`src/rtl/bit_serial_adder_cum_subtractor.sv`:
```
// Bit-serial adder/subtractor: one result bit per clock, LSB first, with a
// start/busy/done handshake. sd = a + (b ^ {WIDTH{cbin}}) + cbin.
// Optional build macro ADDSUB_OVF_EN adds a registered signed-overflow output ovf.
module bit_serial_adder_cum_subtractor #(
   parameter int unsigned WIDTH = 4
) (
   input  logic             clk,
   input  logic             rst,
   input  logic             start,
   input  logic [WIDTH-1:0] a,
   input  logic [WIDTH-1:0] b,
   input  logic             cbin,
   output logic             busy,
   output logic             done,
   output logic [WIDTH-1:0] sd,
   output logic             cbout
`ifdef ADDSUB_OVF_EN
   ,
   output logic             ovf
`endif
);

   localparam int unsigned CW = (WIDTH > 1) ? $clog2(WIDTH) : 1;

   typedef enum logic {
      S_IDLE = 1'b0,
      S_RUN  = 1'b1
   } state_t;

   state_t           state_q, state_d;
   logic [WIDTH-1:0] ra_q, ra_d;
   logic [WIDTH-1:0] rb_q, rb_d;
   logic [WIDTH-1:0] rs_q, rs_d;
   logic             c_q, c_d;
   logic             m_q, m_d;
   logic [CW-1:0]    cnt_q, cnt_d;
   logic             busy_q, busy_d;
   logic             done_q, done_d;
   logic [WIDTH-1:0] sd_q, sd_d;
   logic             cbout_q, cbout_d;
   logic             bit_b;
   logic             bit_sum;
   logic             bit_cout;
`ifdef ADDSUB_OVF_EN
   logic             ovf_q, ovf_d;
`endif

   // State and datapath registers; synchronous reset clears everything
   always_ff @(posedge clk) begin
      if (rst) begin
         state_q <= S_IDLE;
         ra_q    <= '0;
         rb_q    <= '0;
         rs_q    <= '0;
         c_q     <= 1'b0;
         m_q     <= 1'b0;
         cnt_q   <= '0;
         busy_q  <= 1'b0;
         done_q  <= 1'b0;
         sd_q    <= '0;
         cbout_q <= 1'b0;
`ifdef ADDSUB_OVF_EN
         ovf_q   <= 1'b0;
`endif
      end else begin
         state_q <= state_d;
         ra_q    <= ra_d;
         rb_q    <= rb_d;
         rs_q    <= rs_d;
         c_q     <= c_d;
         m_q     <= m_d;
         cnt_q   <= cnt_d;
         busy_q  <= busy_d;
         done_q  <= done_d;
         sd_q    <= sd_d;
         cbout_q <= cbout_d;
`ifdef ADDSUB_OVF_EN
         ovf_q   <= ovf_d;
`endif
      end
   end

   // Next-state logic: operand latch in IDLE, one full-adder bit per RUN cycle
   always_comb begin
      state_d  = state_q;
      ra_d     = ra_q;
      rb_d     = rb_q;
      rs_d     = rs_q;
      c_d      = c_q;
      m_d      = m_q;
      cnt_d    = cnt_q;
      busy_d   = busy_q;
      done_d   = 1'b0;
      sd_d     = sd_q;
      cbout_d  = cbout_q;
`ifdef ADDSUB_OVF_EN
      ovf_d    = ovf_q;
`endif
      bit_b    = rb_q[0] ^ m_q;
      bit_sum  = ra_q[0] ^ bit_b ^ c_q;
      bit_cout = (ra_q[0] & bit_b) | (ra_q[0] & c_q) | (bit_b & c_q);

      case (state_q)
         S_IDLE: begin
            if (start) begin
               ra_d    = a;
               rb_d    = b;
               m_d     = cbin;
               c_d     = cbin;
               cnt_d   = '0;
               busy_d  = 1'b1;
               state_d = S_RUN;
            end
         end
         S_RUN: begin
            ra_d  = {1'b0, ra_q[WIDTH-1:1]};
            rb_d  = {1'b0, rb_q[WIDTH-1:1]};
            rs_d  = {bit_sum, rs_q[WIDTH-1:1]};
            c_d   = bit_cout;
            cnt_d = cnt_q + CW'(1);
            if (cnt_q == CW'(WIDTH - 1)) begin
               sd_d    = {bit_sum, rs_q[WIDTH-1:1]};
               cbout_d = bit_cout;
`ifdef ADDSUB_OVF_EN
               // carry into MSB (c_q) vs carry out of MSB
               ovf_d   = c_q ^ bit_cout;
`endif
               done_d  = 1'b1;
               busy_d  = 1'b0;
               state_d = S_IDLE;
            end
         end
         default: begin
            state_d = S_IDLE;
            busy_d  = 1'b0;
         end
      endcase
   end

   assign busy  = busy_q;
   assign done  = done_q;
   assign sd    = sd_q;
   assign cbout = cbout_q;
`ifdef ADDSUB_OVF_EN
   assign ovf   = ovf_q;
`endif

endmodule

```
`config.mk`:
```
export PLATFORM = sky130hd
export DESIGN_NAME = bit_serial_adder_cum_subtractor
export DESIGN_NICKNAME = d
export VERILOG_FILES = /design/src/rtl/bit_serial_adder_cum_subtractor.sv
export SDC_FILE = /design/constraint.sdc
export NUM_CORES = 1
export LEC_CHECK = 0
export CAP_MARGIN = 20
export CORE_MARGIN = 4
export CORE_UTILIZATION = 44
export DETAILED_ROUTE_END_ITERATION = 7
export PLACE_DENSITY = 0.81
export SLEW_MARGIN = 40
export SYNTH_ARGS = -nofsm -noshare
export SYNTH_HDL_FRONTEND = slang
export SYNTH_SLANG_ARGS = --single-unit
export TNS_END_PERCENT = 5
```
`constraint.sdc`:
```
create_clock -name clk -period 1.2 [get_ports clk]
set_input_delay 0.24 -clock clk [delete_from_list [all_inputs] [get_ports clk]]
set_output_delay 0.24 -clock clk [all_outputs]
set_load 0.01 [all_outputs]
```
==> results of run 1 <==
-- state kept, by name, indices dropped and copies added, names as in the netlist, 2 cells and up --
name   cells
cnt_q      2
ra_q       4
rb_q       4
rs_q       3
sd         4
-- final cells by class --
cell class,count,area [um2],share of cell area
multi-input cells,63,462,0.369
repair buffers,26,256,0.205
clock buffers,3,22.5,0.0180
flip-flops and latches,23,462,0.369
well taps,27,33.8,0.0270
clock inverters,1,5.00,0.00400
inverters,3,11.3,0.00899
-- metrics by stage --
| step | utilization | worst slack, ps | instance area [um2] | hold slack (ps) | total power, mW |
|---|---|---|---|---|---|
| global route | 0.626 | -123 | 1250 | 483 | 1.47 |
| global placement | 0.600 | -277 | 1200 | 442 | 1.04 |
| floorplan | - | -3.65 | 951 | 313 | 0.963 |
| finish | 0.626 | -74.1 | 1250 | 462 | 1.42 |
| CTS | 0.614 | -113 | 1230 | 468 | 1.41 |
| detailed placement | 0.600 | -364 | 1200 | 452 | 1.06 |
-- per-layer routing --
layer | GRT usage | vias up | share of wire
met2 | 0.259 | 20 | 0.50
li1 | - | 366 | -
met3 | 0.0245 | 2 | 0.054
met4 | 0.0622 | 0 | 0.0075
met1 | 0.141 | 329 | 0.43
met5 | 0 | - | 0
-- worst min path at each step --
stage,cells after the start,startpoint,to
6_report,2,sd[2]$_SDFFE_PP0P_,sd[2]$_SDFFE_PP0P_
5_1_grt,4,start,rb_q[3]$_SDFFE_PP0P_
4_1_cts,2,sd[1]$_SDFFE_PP0P_,sd[1]$_SDFFE_PP0P_
3_5_place_dp,2,sd[1]$_SDFFE_PP0P_,sd[1]$_SDFFE_PP0P_
3_3_place_gp,2,sd[2]$_SDFFE_PP0P_,sd[2]$_SDFFE_PP0P_
2_1_floorplan,1,rst,c_q$_SDFFE_PP0P_
-- where the power goes --
part           total [mW]  switching [mW]  leakage, nW  internal (mW)
Sequential          0.822          0.0231        0.188          0.799
Clock               0.366           0.241       0.0177          0.125
Combinational       0.227          0.0921        0.314          0.135
Total                1.42           0.356        0.520           1.06
-- worst max-delay path, stage by stage (launching register included) --
cell and delay (ps):
dfxtp_1 390, xnor2_2 130, fa_1 470, a211oi_2 210
-- cell usage in the layout, fill, tap and decap left out, drive strengths merged --
cell            n
a211oi          5
a21oi           6
and2            1
and2b           2
buf             8
clkbuf          3
clkdlybuf4s15   5
clkdlybuf4s50  10
clkinv          1
dfxtp          23
dlygate4sd2     2
dlymetal6s2s    1
fa              1
ha              1
inv             3
mux2            6
mux2i          11
nand2           7
nor2           17
nor3            3
nor3b           2
xnor2           1
-- timing repair --
| action | CTS | global route |
|---|---|---|
| pin swaps | 1 | 2 |
| resized for setup | 9 | 10 |
| setup endpoints to repair | 10 | 13 |
-- synthesized netlist by cell type --
master,n,area (um2)
dfxtp_1,23,460
nor2_1,17,63.8
mux2i_1,11,110
nand2_1,7,26.3
a21oi_1,6,30.0
a211oi_1,5,37.5
inv_1,3,11.3
mux2_2,3,33.8
mux2_4,3,45.0
nor3_1,3,15.0
buf_2,2,10.0
clkbuf_1,2,7.51
nor3b_1,2,15.0
and2_1,1,6.26
and2b_2,1,8.76
and2b_4,1,10.0
buf_4,1,7.51
buf_6,1,11.3
fa_1,1,20.0
ha_1,1,12.5
xnor2_1,1,8.76
-- kinds of logic after synthesis --
| group | share of synthesized area |
|---|---|
| xor gates and xnor gates | 0.00921 |
| AOI/OAI and AO/OA | 0.0711 |
| adders and majority gates | 0.0342 |
| DFF | 0.484 |
| muxes | 0.199 |
| buffers and inverters | 0.0500 |
| and+or+nand+nor | 0.153 |
==> metrics.yaml, run 1 <==
outcome: "finished, violations left"
violations: "negative setup slack"
setup_viol: 3
io_pins: 19
wl_per_cell_um: 11.8
rsz0062_at_grt: "yes"
r2r-end: "rs_q[3]$_SDFFE_PP0P_"
postRouteAntennaNets: 0
startpoint: "m_q$_SDFFE_PP0P_"
clk_pin_slew_ps: 130
drive_gt1_frac: 0.210
fin_ws_ps: -74.1
cap_viol_max_count: 0
overflow: 0
drt-pass1-iter-count: 4
place_inst: 142
syn_area_per_cell_um2: 10.0
grt_usage: 0.136
timing.slew.headroom: 0.840
drc: 0
timing.fmax_mhz: 785
cts_tree: "done"
cts-root-buf: "clkbuf_4"
crit_arrival_ps: 1520
antenna_found_initial: 0
diodes: 0
grt_max_degree: 24
nets: 134
initial_core_util: 0.475
globalplace.congestion: 0.665
synth-seq-cells: 23
grt_pass1_wl_um: 2860
cp-endpoint: "rs_q[3]$_SDFFE_PP0P_"
r2r_slack_ps: -70
cts_setup_buffers: 0
hp-class: "reg2reg"
viasPerCell: 4.91
fp-row-count: 16
cts_buffer_depth: 2
die_area_um2: 2970
cts.sinks: 23
fin_skew_ps: 3.58
critPathLaunchType: "register"
leakage_nw: 0.520
p_per_area_nw_per_um2: 1130
post-route-min-period_ps: 1270
fin_cells: 146
synthCells: 95
finalCritPeriodShare: 1.06
ir_drop_mv: 0.918
hold_viol_final: 0
die_w_um: 54.5
insertion_delay_ps: 310
grt_pass1_vias: 701
hpwl_um: 1330
htreeDepth: 1
synth-seq-area-share: 0.484
syn-cell-area_um2: 951
fin_setup_tns_ps: -149
syn-num-nets: 109
tightest_slew_ps: 239
drt_iter0_markers: 1
worstReg2RegStart: "m_q$_SDFFE_PP0P_"
ys_warn_count: 0
crit_path_end_kind: "register"
yosysUniqueCellTypes: 21
die_h_um: 54.5
fillers: 182
crit_type: "reg2reg"
drv_slew: 0
vias: 717
totalWireLength_um: 1730
cp.required_ps: 1440
holdBufCountCts: 0
areaGrowthSynthToFinish_pct: 31.7
numCtsBuffers: 3
io_buffers: 18
r2r_cells: 3
core_um2: 2000
path_max_fanout: 2
(Power assumes the default switching activity.)
==> run 2: changes to the inputs <==
CAP_MARGIN = 5   (was 20)
CTS_CLUSTER_SIZE = 10   (was unset)
MAX_ROUTING_LAYER = met4   (was unset)
==> run 2 against run 1 <==
  * The run still ends with negative setup slack left
  * Fmax increased by 0.22%
  * Sequential power is essentially flat
  * Utilization stayed put
  * First-iteration DRC count stayed put
  * Design area is the same
  * Register-to-register slack is essentially flat
  * Combinational power hardly changed
  * Clock power decreased by 1%
  * Non-clock buffer count stayed put
  * Via count is 0.28% higher
  * Cell count stayed put
  * Clock skew rose by 3.0 ps
  * Critical endpoint unchanged
  * Highest routed layer unchanged
==> metrics.yaml, run 2 (synthesis results as in run 1) <==
fin_ws_ps: -71.4
timing.slew.headroom: 0.842
setup_viol: 3
drt_iter0_markers: 1
hpwl_um: 1330
crit_path_end_kind: "register"
p_switching_mw: 0.352
nets: 134
globalplace.congestion: 0.672
clk_pin_slew_ps: 120
die_w_um: 54.5
hp-class: "reg2reg"
design_power_total_mw: 1.41
grt_pass1_vias: 700
numCtsBuffers: 3
core_um2: 2000
fp-row-count: 16
critPathLaunchType: "register"
startpoint: "m_q$_SDFFE_PP0P_"
path_max_fanout: 2
initial_core_util: 0.475
die_h_um: 54.5
crit_type: "reg2reg"
grt_usage: 0.139
overflow: 0
finalCritPeriodShare: 1.06
diodes: 0
ir_drop_mv: 0.918
violations: "negative setup slack"
grt_max_degree: 24
io_buffers: 18
leakage_nw: 0.520
rsz0062_at_grt: "yes"
timing.fmax_mhz: 787
tightest_slew_ps: 237
die_area_um2: 2970
p_seq_frac: 0.583
final_common_cell: "dfxtp_1"
io_pins: 19
insertion_delay_ps: 310
cts_tree: "done"
final_util: 0.626
swShare: 0.249
fin_skew_ps: 6.59
totalWireLength_um: 1730
post-route-min-period_ps: 1270
drv_slew: 0
combPwrFrac: 0.161
fillers: 182
holdBufCountCts: 0
mostFrequentLayoutCells: "dfxtp_1 (22), nor2_1 (17), mux2i_1 (11)"
htreeDepth: 1
min_from: "sd[2]$_SDFFE_PP0P_"
wl_per_cell_um: 11.9
drc: 0
areaGrowthSynthToFinish_pct: 31.7
antenna_found_initial: 0
clkPwrFrac: 0.256
fin_setup_tns_ps: -150
crit_arrival_ps: 1510
viasPerCell: 4.92
drt-pass1-iter-count: 4
hold_viol_final: 0
cts_buffer_depth: 2
grt_pass1_wl_um: 2860
cts-root-buf: "clkbuf_4"
cap_viol_max_count: 0
p_per_area_nw_per_um2: 1130
cp.required_ps: 1440
vias: 719
worstReg2RegStart: "m_q$_SDFFE_PP0P_"
postRouteAntennaNets: 0
p_int_mw: 1.06
outcome: "finished, violations left"
drive_gt1_frac: 0.210
cts.sinks: 23
run 2: cell counts in the layout (fill, tap and decap cells not counted):
Identical to the previous run, type by type.
run 2: timing repair:
item | in CTS | in global routing
setup endpoints to repair | 10 | 13
pin swaps | 1 | 2
buffers inserted | 0 | 0
gates resized for setup | 9 | 10
run 2: power groups by stage:
stage | clock network [mW] | logic (mW) | registers (mW)
after floorplan | 0 | 0.131 | 0.832
after global placement | 0 | 0.208 | 0.835
after detailed placement | 0 | 0.218 | 0.838
after CTS | 0.368 | 0.223 | 0.821
after global routing | 0.396 | 0.246 | 0.828
final | 0.361 | 0.227 | 0.822
run 2: final cells by class:
type | instances | area, um2 | area share
repair buffers | 26 | 256 | 0.205
multi-input cells | 63 | 462 | 0.369
flip-flops and latches | 23 | 462 | 0.369
well taps | 27 | 33.8 | 0.0270
clock buffers | 3 | 22.5 | 0.0180
clock inverters | 1 | 5.00 | 0.00400
inverters | 3 | 11.3 | 0.00899
run 2: path summary, 6_finish.rpt:
| path | endpoint | slack, ps | cells past startpoint |
|---|---|---|---|
| worst max register to register | rs_q[3]$_SDFFE_PP0P_ | -70 | 3 |
| worst min register to register | sd[2]$_SDFFE_PP0P_ | 460 | 2 |
| worst max-delay path | rs_q[3]$_SDFFE_PP0P_ | -70 | 3 |
| worst min-delay path | sd[2]$_SDFFE_PP0P_ | 460 | 2 |
run 2: through the flow:
step	instance area [um2]	cells	hold WS (ps)	worst slack [ps]
after floorplan	951	95	313	-3.65
after detailed placement	1200	142	452	-364
after CTS	1230	146	468	-113
after global routing	1250	146	483	-123
after global placement	1200	142	442	-277
final	1250	146	462	-71.4
run 2: critical path, cell delays in order (launching register included):
cell and delay (ps):
dfxtp_1 390, xnor2_2 130, fa_1 470, a211oi_2 200
run 2: layer usage:
metal / vias to the layer above / global-route usage / routed length, um
met4: 0 / 0.0622 / 14
met3: 3 / 0.0245 / 94
met1: 329 / 0.139 / 750
li1: 367 / - / -
met2: 20 / 0.261 / 874
met5: - / - / 0
==> run 3: changes to the inputs <==
HOLD_SLACK_MARGIN = 0.05   (was unset)
SKIP_CTS_REPAIR_TIMING = 1   (was unset)
==> run 3 against run 2 <==
  * The flow still finishes with violations (negative setup slack)
  * Via count is 0.56% lower
  * Sequential power about the same
  * Clock skew down 3.6 ps
  * Utilization up 0.38 points
  * Register-to-register slack got worse by 60 ps
  * First-iteration DRC count grew 100%
  * Critical path type unchanged
==> metrics.yaml, run 3 (synthesis results as in run 1) <==
die_h_um: 54.5
io_pins: 19
cap_viol_max_count: 0
crit_chain: "xnor2_1, fa_1, a211oi_2"
p_per_area_nw_per_um2: 1110
timing.fmax_mhz: 754
grt_pass1_wl_um: 2830
htreeDepth: 1
fin_skew_ps: 2.95
leakage_nw: 0.627
r2r_cells: 3
cts.sinks: 23
totalWireLength_um: 1760
crit_path_end_kind: "register"
drc: 0
core_um2: 2000
cts_buffer_depth: 2
cp_top_family: "adder cells"
antenna_found_initial: 0
timing.slew.headroom: 0.858
outcome: "finished, violations left"
max_stage_delay_ps: 480
critPathLaunchType: "register"
postRouteAntennaNets: 0
grt_pass1_vias: 695
grt_usage: 0.136
drt-pass1-iter-count: 4
crit_arrival_ps: 1560
globalplace.congestion: 0.672
numCtsBuffers: 3
min_from: "sd[2]$_SDFFE_PP0P_"
initial_core_util: 0.475
io_buffers: 18
drive_gt1_frac: 0.193
cts-root-buf: "clkbuf_4"
wl_per_cell_um: 12.1
mostFrequentLayoutCells: "dfxtp_1 (22), nor2_1 (17), mux2i_1 (11)"
hp-class: "reg2reg"
hold_path_depth: 2
die_area_um2: 2970
hpwl_um: 1330
drt_iter0_markers: 2
crit_buf_inv: 0
slowest_stage: "fa_1"
diodes: 0
final_common_cell: "dfxtp_1"
final_util: 0.629
startpoint: "rb_q[0]$_SDFFE_PP0P_"
overflow: 0
insertion_delay_ps: 310
vias: 715
setup_viol: 2
violations: "negative setup slack"
viasPerCell: 4.90
grt_max_degree: 24
dp_slack_ps: -364
post-route-min-period_ps: 1330
finalCritPeriodShare: 1.11
worstReg2RegStart: "rb_q[0]$_SDFFE_PP0P_"
ir_drop_mv: 0.910
cp.required_ps: 1430
die_w_um: 54.5
fp-row-count: 16
crit_type: "reg2reg"
path_depth: 3
cts_tree: "done"
drv_slew: 0
areaGrowthSynthToFinish_pct: 32.5
tightest_slew_ps: 211
clk_pin_slew_ps: 120
fin_ws_ps: -127
nets: 134
rsz0062_at_grt: "yes"
fin_setup_tns_ps: -208
hold_viol_final: 0
path_max_fanout: 2
==> run 3: worst paths after layout <==
check                          to  slack, ps
min            sd[2]$_SDFFE_PP0P_        460
max          rs_q[3]$_SDFFE_PP0P_       -130
min reg2reg    sd[2]$_SDFFE_PP0P_        460
max reg2reg  rs_q[3]$_SDFFE_PP0P_       -130
==> run 3: worst min-delay path, cell delays in order, from the launching register on <==
cell,delay (ps)
dfxtp_1,330
nand2_1,50
a21oi_1,50
==> run 3: power by group <==
group / leakage [nW] / internal, mW / switching, mW
Combinational: 0.421 / 0.132 / 0.0904
Sequential: 0.188 / 0.799 / 0.0218
Clock: 0.0177 / 0.125 / 0.233
Total: 0.627 / 1.06 / 0.345
==> run 3: metal layers <==
metal  GRT usage  share of wire  vias up
met5           -              0        -
met4      0.0622         0.0062        0
met3      0.0245          0.060        2
met2       0.255           0.50       19
met1       0.136           0.44      325
li1            -              -      369
==> run 3: per-stage QoR <==
stage	total power [mW]	hold slack (ps)	area, um2	std cells
2_1_floorplan	0.963	313	951	95
3_3_place_gp	1.04	442	1200	142
3_5_place_dp	1.06	452	1200	142
4_1_cts	1.41	470	1230	146
5_1_grt	1.46	484	1260	146
6_report	1.40	463	1260	146
==> run 3: layout make-up <==
class                           count  area [um2]
Clock buffer                        3        22.5
Tap cell                           27        33.8
Timing Repair Buffer               26         277
Clock inverter                      1        5.00
Sequential cell                    23         462
Fill cell                         183         742
Multi-Input combinational cell     63         449
Inverter                            3        11.3
